<file path="src/rtl/fpu_pkg.sv">
// Shared types and constants for the FP add/sub scheduler.
package fpu_pkg;

  localparam logic OP_FSUB = 1'b0;
  localparam logic OP_FADD = 1'b1;

  localparam int unsigned FP32_W        = 32;
  localparam int unsigned FP32_SIGN_BIT = 31;

  // Tag ids are sized for the largest supported requester count (8).
  localparam int unsigned IDW_MAX = 3;

  typedef struct packed {
    logic               vld;
    logic [IDW_MAX-1:0] id;
  } tag_t;

endpackage

</file>
<file path="src/rtl/fpu_addsub_sched_if.sv">
// Requester, subtract-unit and response signals of the shared FP add/sub scheduler.
interface fpu_addsub_sched_if #(
  parameter int unsigned N = 4
);
  localparam int unsigned IDW = $clog2(N);

  logic            issue_en;
  logic [N-1:0]    req_valid;
  logic [N-1:0]    req_op;
  logic [N*32-1:0] req_x1;
  logic [N*32-1:0] req_x2;
  logic [N-1:0]    req_ready;
  logic [31:0]     unit_x1;
  logic [31:0]     unit_x2;
  logic [31:0]     unit_y;
  logic [N-1:0]    resp_valid;
  logic [IDW-1:0]  resp_id;
  logic [31:0]     resp_y;
  logic            busy;

  modport slave (
    input  issue_en, req_valid, req_op, req_x1, req_x2, unit_y,
    output req_ready, unit_x1, unit_x2, resp_valid, resp_id, resp_y, busy
  );

  modport master (
    output issue_en, req_valid, req_op, req_x1, req_x2, unit_y,
    input  req_ready, unit_x1, unit_x2, resp_valid, resp_id, resp_y, busy
  );
endinterface

</file>
<file path="src/rtl/fpu_addsub_sched_rr_arbiter.sv">
// Combinational round-robin arbiter: first request at or after ptr wins, wrapping mod N.
module rr_arbiter #(
  parameter int unsigned N   = 4,
  parameter int unsigned IDW = $clog2(N)
) (
  input  logic [N-1:0]   req,
  input  logic [IDW-1:0] ptr,
  output logic [N-1:0]   gnt,
  output logic [IDW-1:0] gnt_id,
  output logic           gnt_any
);

  always_comb begin
    int unsigned idx;
    gnt     = '0;
    gnt_id  = '0;
    gnt_any = 1'b0;
    idx     = 0;
    for (int unsigned k = 0; k < N; k++) begin
      idx = (32'(ptr) + k) % N;
      if (!gnt_any && req[IDW'(idx)]) begin
        gnt_any = 1'b1;
        gnt     = N'(1) << idx;
        gnt_id  = IDW'(idx);
      end
    end
  end

endmodule

</file>
<file path="src/rtl/fpu_addsub_sched.sv">
// Shares one fixed-latency FP subtract unit among N requesters; a tag pipeline
// running beside the unit routes each result back to the requester that issued it.
module fpu_addsub_sched
  import fpu_pkg::*;
#(
  parameter int unsigned N   = 4,
  parameter int unsigned LAT = 2
) (
  input logic               clk,
  input logic               rstn,
  fpu_addsub_sched_if.slave bus
);

  localparam int unsigned IDW = $clog2(N);

  logic [IDW-1:0] ptr_q, ptr_d;
  logic [N-1:0]   cand_c;
  logic [N-1:0]   gnt_c;
  logic [IDW-1:0] gnt_id_c;
  logic           gnt_any_c;
  logic [31:0]    x1_arr [N];
  logic [31:0]    x2_arr [N];
  logic [31:0]    unit_x1_c, unit_x2_c;
  tag_t           tags_q [LAT];
  tag_t           out_tag;
  logic           busy_c;

  // No grants in reset or while issue is disabled.
  assign cand_c = bus.req_valid & {N{bus.issue_en & rstn}};

  rr_arbiter #(.N(N), .IDW(IDW)) u_arb (
    .req     (cand_c),
    .ptr     (ptr_q),
    .gnt     (gnt_c),
    .gnt_id  (gnt_id_c),
    .gnt_any (gnt_any_c)
  );

  for (genvar i = 0; i < N; i++) begin : g_unpack
    assign x1_arr[i] = bus.req_x1[32*i +: 32];
    assign x2_arr[i] = bus.req_x2[32*i +: 32];
  end

  // Unit computes x1 - x2, so FADD issues with x2's sign flipped.
  always_comb begin
    unit_x1_c = '0;
    unit_x2_c = '0;
    if (gnt_any_c) begin
      unit_x1_c = x1_arr[gnt_id_c];
      unit_x2_c = x2_arr[gnt_id_c];
      unit_x2_c[FP32_SIGN_BIT] = x2_arr[gnt_id_c][FP32_SIGN_BIT] ^ bus.req_op[gnt_id_c];
    end
  end

  always_comb begin
    ptr_d = ptr_q;
    if (gnt_any_c) begin
      if (32'(gnt_id_c) == N - 1) ptr_d = '0;
      else                        ptr_d = gnt_id_c + IDW'(1);
    end
  end

  always_ff @(posedge clk or negedge rstn) begin
    if (!rstn) begin
      ptr_q <= '0;
      for (int k = 0; k < LAT; k++) tags_q[k] <= '0;
    end else begin
      ptr_q     <= ptr_d;
      tags_q[0] <= '{vld: gnt_any_c, id: IDW_MAX'(gnt_id_c)};
      for (int k = 1; k < LAT; k++) tags_q[k] <= tags_q[k-1];
    end
  end

  always_comb begin
    busy_c = 1'b0;
    for (int k = 0; k < LAT; k++) busy_c = busy_c | tags_q[k].vld;
  end

  assign out_tag        = tags_q[LAT-1];
  assign bus.req_ready  = gnt_c;
  assign bus.unit_x1    = unit_x1_c;
  assign bus.unit_x2    = unit_x2_c;
  assign bus.resp_valid = out_tag.vld ? (N'(1) << out_tag.id) : '0;
  assign bus.resp_id    = IDW'(out_tag.id);
  assign bus.resp_y     = bus.unit_y;
  assign bus.busy       = busy_c;

endmodule

</file>
<file path="src/flat_wrapper.sv">
// flat-port wrapper written by rule: the top's interface ports become plain ports
module fpu_addsub_sched_flat import fpu_pkg::*;
#(
  parameter int unsigned N   = 4,
  parameter int unsigned LAT = 2
)
  (clk, rstn, bus_issue_en, bus_req_valid, bus_req_op, bus_req_x1, bus_req_x2, bus_unit_y, bus_req_ready, bus_unit_x1, bus_unit_x2, bus_resp_valid, bus_resp_id, bus_resp_y, bus_busy);
  fpu_addsub_sched_if #(.N(N)) bus_i ();
  input logic clk;
  input logic rstn;
  input wire logic [$bits(bus_i.issue_en)-1:0] bus_issue_en;
  input wire logic [$bits(bus_i.req_valid)-1:0] bus_req_valid;
  input wire logic [$bits(bus_i.req_op)-1:0] bus_req_op;
  input wire logic [$bits(bus_i.req_x1)-1:0] bus_req_x1;
  input wire logic [$bits(bus_i.req_x2)-1:0] bus_req_x2;
  input wire logic [$bits(bus_i.unit_y)-1:0] bus_unit_y;
  output wire logic [$bits(bus_i.req_ready)-1:0] bus_req_ready;
  output wire logic [$bits(bus_i.unit_x1)-1:0] bus_unit_x1;
  output wire logic [$bits(bus_i.unit_x2)-1:0] bus_unit_x2;
  output wire logic [$bits(bus_i.resp_valid)-1:0] bus_resp_valid;
  output wire logic [$bits(bus_i.resp_id)-1:0] bus_resp_id;
  output wire logic [$bits(bus_i.resp_y)-1:0] bus_resp_y;
  output wire logic [$bits(bus_i.busy)-1:0] bus_busy;
  assign bus_i.issue_en = bus_issue_en;
  assign bus_i.req_valid = bus_req_valid;
  assign bus_i.req_op = bus_req_op;
  assign bus_i.req_x1 = bus_req_x1;
  assign bus_i.req_x2 = bus_req_x2;
  assign bus_i.unit_y = bus_unit_y;
  assign bus_req_ready = bus_i.req_ready;
  assign bus_unit_x1 = bus_i.unit_x1;
  assign bus_unit_x2 = bus_i.unit_x2;
  assign bus_resp_valid = bus_i.resp_valid;
  assign bus_resp_id = bus_i.resp_id;
  assign bus_resp_y = bus_i.resp_y;
  assign bus_busy = bus_i.busy;
  fpu_addsub_sched #(.N(N), .LAT(LAT)) u_core (.clk(clk), .rstn(rstn), .bus(bus_i));
endmodule
</file>
<file path="config.mk">
export PLATFORM = sky130hd
export DESIGN_NAME = fpu_addsub_sched_flat
export DESIGN_NICKNAME = d
export VERILOG_FILES = /design/src/rtl/fpu_pkg.sv /design/src/rtl/fpu_addsub_sched_if.sv /design/src/rtl/fpu_addsub_sched_rr_arbiter.sv /design/src/rtl/fpu_addsub_sched.sv /design/src/flat_wrapper.sv
export SDC_FILE = /design/constraint.sdc
export NUM_CORES = 1
export LEC_CHECK = 0
export CAP_MARGIN = 20
export CORE_AREA = 2 2 158 160
export CTS_CLUSTER_SIZE = 8
export DETAILED_ROUTE_END_ITERATION = 6
export DIE_AREA = 0 0 160 162
export PLACE_DENSITY = 0.49
export SKIP_CTS_REPAIR_TIMING = 1
export SLEW_MARGIN = 30
export SYNTH_ARGS = -nofsm -noshare
export SYNTH_HDL_FRONTEND = slang
export SYNTH_HIERARCHICAL = 1
export SYNTH_SLANG_ARGS = --single-unit
export TNS_END_PERCENT = 50
</file>
<file path="constraint.sdc">
create_clock -name clk -period 5.6 [get_ports clk]
set_input_delay 0.56 -clock clk [delete_from_list [all_inputs] [get_ports clk]]
set_output_delay 0.56 -clock clk [all_outputs]
set_load 0.01 [all_outputs]
</file>
==> results.json, run 1 <==
{
  "status": "finished clean",
  "ios": 406,
  "p_leak_uw": 0.00230,
  "crit_start": "rstn",
  "timing.rr.start": "u_core/ptr_q[0]",
  "place_hpwl_um": 15800,
  "worst_setup_path_end_kind": "output port",
  "fin_util_pct": 28.0,
  "cts.clk_slew.worst_paths_ns": 0.04,
  "wl_per_cell_um": 19.8,
  "final_antenna_net_count": 0,
  "clock_skew_ns": 0.00121,
  "synth.distinct_cells": 41,
  "syn2layout_area_growth_pct": 110,
  "slew_headroom_pct": 51.3,
  "r2r-end": "u_core/ptr_q[1]",
  "drt-total-wl_um": 18000,
  "grt_pass1_wl_um": 26000,
  "synthCells": 300,
  "die_area_sq_mm": 0.0259,
  "vias_per_cell": 4.06,
  "grt_max_degree": 49,
  "min_to": "u_core/bus.resp_id[1]",
  "h-tree-depth": 1,
  "clock_sinks": 8,
  "syn-cell-area_sq_mm": 0.00322,
  "synth_top_area_cell": "mux4_2",
  "regArea_sq_um": 200,
  "wl_met1_um": 6890,
  "nFillCells": 2543,
  "synth.yosys.seq_area_share_pct": 6.22,
  "worst-r2r-cell-count": 7,
  "rrSetupSlack_ns": 2.17,
  "clockBufferDepth": 2,
  "synth_area_per_cell_sq_um": 10.7,
  "port_buffers": 341,
  "cts_root_buf": "clkbuf_16",
  "fin_crit_sh_pct": 88.1,
  "gp_congestion": 0.986,
  "crit_fanout": 39,
  "vias": 3698,
  "layoutNonFillerInstCount": 911,
  "start_util_pct": 13.3,
  "setup_viol": 0,
  "wl_met3_um": 1460,
  "rows": 57,
  "synth_top_area_share_pct": 44.1,
  "hold_viol_final": 0,
  "dp.cells": 907,
  "cts_tree": "yes",
  "tns_ns": 0,
  "dr.first_iter.drc_count": 114,
  "drive_above_1_share_pct": 14.7,
  "ys_ff_latch": 8,
  "fp.coreArea_sq_mm": 0.0241,
  "die_w_um": 160,
  "cap_violations": 0,
  "routed-wl-met2_um": 9430,
  "critPathKind": "in2out",
  "cp.required_ns": 5.04,
  "worstMarginPinSlew_ns": 0.731,
  "cp-start-kind": "primary input",
  "ys.flop_type": "dfrtp_1",
  "dr.pass1.iters": 4,
  "ys_top_cells_by_area": "mux4_2, and2_1, buf_4, dfrtp_1, ha_1",
  "power.density_mw_per_mm2": 223,
  "synth_edf_count": 0,
  "slew_violations": 0,
  "synthTopCellsByCount": "and2_1, mux4_2, buf_4",
  "clk_latency_ns": 0.23,
  "ir_drop_v": 0.000188,
  "grt_pass1_vias": 4074,
  "yosys_warnings": 6,
  "rsz0062_at_grt": "false",
  "ys_async_sr_fraction_pct": 100,
  "grt.total_usage_pct": 13.1,
  "synth_nets": 604,
  "multi_input_area_sq_mm": 0.00257,
  "antenna_found_initial": 2,
  "cts_inserted_buffers": 3,
  "highest_layer": "met5",
  "min_path_cells": 0,
  "hp-start": "u_core/tags_q[5]",
  "fmax_mhz": 203,
  "drc_errors": 0,
  "arrival_ns": 4.38,
  "die_h_um": 162,
  "period_minus_slack_ns": 4.94,
  "min_path_type": "reg2reg",
  "grt.overflow.total": 0,
  "nets": 892
}
per-stage QoR:
stage               power, uW  hold slack (ns)  cell area, sq um  setup WS [ns]
floorplan                 923            0.264              3220           1.94
global placement         1390            0.334              6660          0.713
detailed placement       1400            0.337              6660          0.663
CTS                      1530            0.356              6740          0.637
global route             1610            0.367              6740          0.449
finish                   1510            0.358              6750          0.665
cells in the final DEF (no fill, tap or decap), types with 5 or more instances in the layout:
master             n
a21oi_1            5
and2_1            63
and3_1             5
clkdlybuf4s50_1  341
dfrtp_1            8
ha_1               5
mux4_2            63
nand2_1           12
nand2b_1           5
nor2_1            14
nor3b_1            7
power breakdown:
group	total, uW	leakage (uW)	switching [uW]	internal [uW]
clock	117	0.0000370	24.8	91.7
sequential	116	0.0000993	42.7	73.2
combinational	1270	0.00216	499	773
cell families (layout without fill, tap and decap cells):
logic type | Yosys count | count (layout) | synth area share (%)
AO/OA/AOI/OAI | 28 | 28 | 6.80
XOR/XNOR | 4 | 4 | 1.09
adder cells (fa/ha/maj) | 5 | 5 | 1.94
buffers and inverters | 67 | 353 | 14.7
flip-flops | 8 | 8 | 6.22
multiplexers | 73 | 73 | 48.4
other | 0 | 1 | 0
AND/OR/NAND/NOR | 115 | 115 | 20.9
critical path: stages:
cell             delay (ns)
clkdlybuf4s50_1        0.76
and3_1                 0.53
nand3b_1               0.17
a21oi_1                0.09
o41ai_2                0.60
buf_12                 0.34
mux4_2                 0.58
and2_1                 0.18
clkdlybuf4s50_1        0.48
sequential cells by signal, indices dropped and copies added, names as in the netlist:
name,flops
u_core/tags_q,3
u_core/bus.resp_id,2
u_core/out_tag,1
u_core/ptr_q,2
how the worst max path moves through the flow:
stage | endpoint | slack (ns) | cells past startpoint
floorplan | bus_unit_x2[24] | 1.94 | 11
global placement | bus_unit_x1[6] | 0.71 | 9
detailed placement | bus_unit_x1[6] | 0.66 | 9
CTS | bus_unit_x1[6] | 0.64 | 9
global route | bus_unit_x1[2] | 0.45 | 9
finish | bus_unit_x1[2] | 0.66 | 9
layer usage:
layer  up-vias  global-route usage (%)
li1       1680                       -
met1      1773                    15.9
met2       227                    24.1
met3        16                    3.04
met4         2                    1.84
met5         -                       0
area by class of cell:
type                            count  share of cell area, %
Antenna cell                        1                 0.0371
Sequential cell                     8                   2.97
Tap cell                          324                   6.01
Timing Repair Buffer              346                   51.5
Inverter                            4                  0.223
Clock buffer                        3                   1.11
Multi-Input combinational cell    225                   38.1
Power figures use the tool's default switching activity.
==> run 2: changes to the inputs <==
- CORE_AREA: 2 2 158 160 -> 2 2 159 161
- CTS_CLUSTER_DIAMETER: default -> 30
- DIE_AREA: 0 0 160 162 -> 0 0 161 163
- PLACE_DENSITY: 0.49 -> 0.47
- SYNTH_HIERARCHICAL: 1 -> default
==> results.json, run 2 <==
{
  "slew_violations": 0,
  "fin_crit_sh_pct": 86.4,
  "port_buffers": 341,
  "die_area_sq_mm": 0.0262,
  "clock_sinks": 8,
  "final_area_sq_mm": 0.00636,
  "cts_tree": "yes",
  "synth.most_common_cell": "a22oi_1",
  "power.density_mw_per_mm2": 227,
  "grt_pass1_wl_um": 22700,
  "tns_ns": 0,
  "hold_viol_final": 0,
  "vias_per_cell": 4.12,
  "synth_edf_count": 0,
  "yosys_warnings": 0,
  "min_path_type": "reg2reg",
  "cp-start-kind": "flip-flop",
  "slew_headroom_pct": 53.2,
  "vias": 3908,
  "dr.first_iter.drc_count": 200,
  "clockBufferDepth": 2,
  "antenna_found_initial": 0,
  "synth.yosys.seq_area_share_pct": 7.06,
  "worst-r2r-cell-count": 8,
  "min_path_cells": 0,
  "final_common_cell": "clkdlybuf4s50_1",
  "synth.distinct_cells": 35,
  "critPathKind": "reg2out",
  "synthCells": 342,
  "drive_above_1_share_pct": 2.91,
  "drc_errors": 0,
  "wl_per_cell_um": 16.5,
  "crit_fanout": 33,
  "cp.required_ns": 5.04,
  "ir_drop_v": 0.000128,
  "grt.overflow.total": 0,
  "start_util_pct": 11.5,
  "status": "finished clean",
  "grt_use_met2_pct": 19.7,
  "synthTopCellsByCount": "a22oi_1, mux2i_1, buf_4",
  "grt_pass1_vias": 4093,
  "synth_nets": 645,
  "place_hpwl_um": 12600,
  "ys.flop_type": "dfrtp_1",
  "worst_setup_path_end_kind": "output port",
  "synth_top_area_cell": "a22oi_1",
  "grt_max_degree": 77,
  "syn2layout_area_growth_pct": 124,
  "cts.clk_slew.worst_paths_ns": 0.04,
  "h-tree-depth": 1,
  "grtUsageMet1_pct": 13.0,
  "met3_usage_pct": 2.85,
  "setup_viol": 0,
  "ys_async_sr_fraction_pct": 100,
  "final_antenna_net_count": 0,
  "gp_congestion": 0.756,
  "ys_top_cells_by_area": "a22oi_1, mux2i_1, buf_4, dfrtp_1, buf_2",
  "p_leak_uw": 0.00205,
  "fp.coreArea_sq_mm": 0.0247,
  "clk_latency_ns": 0.23,
  "rows": 58,
  "synth_area_per_cell_sq_um": 8.29,
  "fmax_mhz": 207,
  "dpl_cell_area_sq_mm": 0.00628,
  "nets": 924,
  "drt-total-wl_um": 15700,
  "die_h_um": 163,
  "cts_root_buf": "clkbuf_16",
  "dr.pass1.iters": 4,
  "ys_ff_latch": 8,
  "cap_violations": 0,
  "busiest_layer": "met2",
  "grt.total_usage_pct": 10.9,
  "period_minus_slack_ns": 4.84,
  "synth_top_area_share_pct": 33.9,
  "arrival_ns": 4.28,
  "top_register": "u_core.tags_q",
  "syn-cell-area_sq_mm": 0.00284,
  "final_cell_mix": "clkdlybuf4s50_1, a22oi_1, mux2i_1",
  "rsz0062_at_grt": "false",
  "antenna_cells": 0,
  "largest_reg_flops": 3,
  "die_w_um": 161,
  "worstMarginPinSlew_ns": 0.695,
  "ios": 406,
  "clock_skew_ns": 0.000852,
  "cts_inserted_buffers": 3
}
## run 2: cell types whose count changed in the layout (fill, tap and decap cells not counted), moves of 4 or more
cell and change:
a22oi_1 +128, o21ai_0 +5, mux4_2 -61, o22ai_1 -4
nand2_1 -8, nand2b_1 -5, and2_1 -62, nor2_1 -7
and3_1 -4, mux2i_1 +68, nor3b_1 -6, a221oi_1 +4
a2111oi_2 -4
## run 2: final cells by class
class                           instances  area [sq um]
Sequential cell                         8           200
Fill cell                            2715         18300
Clock buffer                            3          75.1
Timing Repair Buffer                  347          3500
Multi-Input combinational cell        258          2160
Inverter                                3          11.3
Tap cell                              330           413
## run 2: report_power, final
group          internal (uW)  leakage [uW]  switching (uW)
Combinational            662       0.00191             550
Clock                   91.8     0.0000370            25.2
Sequential              72.9      0.000103            38.3
Total                    827       0.00205             614
## run 2: path summary, 6_finish.rpt
check / startpoint / endpoint / slack [ns]
max: u_core.ptr_q[0] / bus_unit_x1[6] / 0.76
min: u_core.tags_q[5] / u_core.bus.resp_id[1] / 0.34
max reg2reg: u_core.ptr_q[0] / u_core.ptr_q[1] / 2.10
min reg2reg: u_core.tags_q[5] / u_core.bus.resp_id[1] / 0.34
max in group asynchronous: rstn / u_core.ptr_q[0] / 4.66
min in group asynchronous: rstn / u_core.tags_q[4] / 0.64
## run 2: cells by family (layout without fill, tap and decap cells)
| group | Yosys count | in the layout | share of synthesized area, % |
|---|---|---|---|
| compound gates | 154 | 154 | 41.2 |
| flops | 8 | 8 | 7.06 |
| mux | 75 | 75 | 27.4 |
| fa+ha+maj | 4 | 4 | 1.76 |
| simple gates | 21 | 21 | 3.93 |
| buf+inv | 76 | 353 | 17.3 |
| xor+xnor | 4 | 4 | 1.23 |
## run 2: worst max-delay path, stage by stage (launching register included)
cell	delay [ns]
dfrtp_1	0.72
inv_1	0.19
ha_1	0.49
mux4_2	0.62
nor2b_1	0.34
o211ai_2	0.14
o41ai_4	0.11
buf_4	0.55
mux2i_1	0.26
clkdlybuf4s50_1	0.56
## run 2: metal layers
metal	up-vias	part of all wire [%]
met4	0	1.4
met1	1799	40
met5	-	0
met3	16	7.3
li1	1901	-
met2	192	51
## run 2: per-stage QoR
step	hold WS [ns]	power [uW]	instances	utilization [%]	worst slack [ns]
final	0.341	1440	949	25.8	0.762
after global placement	0.332	1340	946	25.5	1.14
after detailed placement	0.335	1330	946	25.5	1.05
after floorplan	0.264	806	342	-	2.15
after CTS	0.342	1450	949	25.8	0.806
after global routing	0.344	1550	949	25.8	0.530
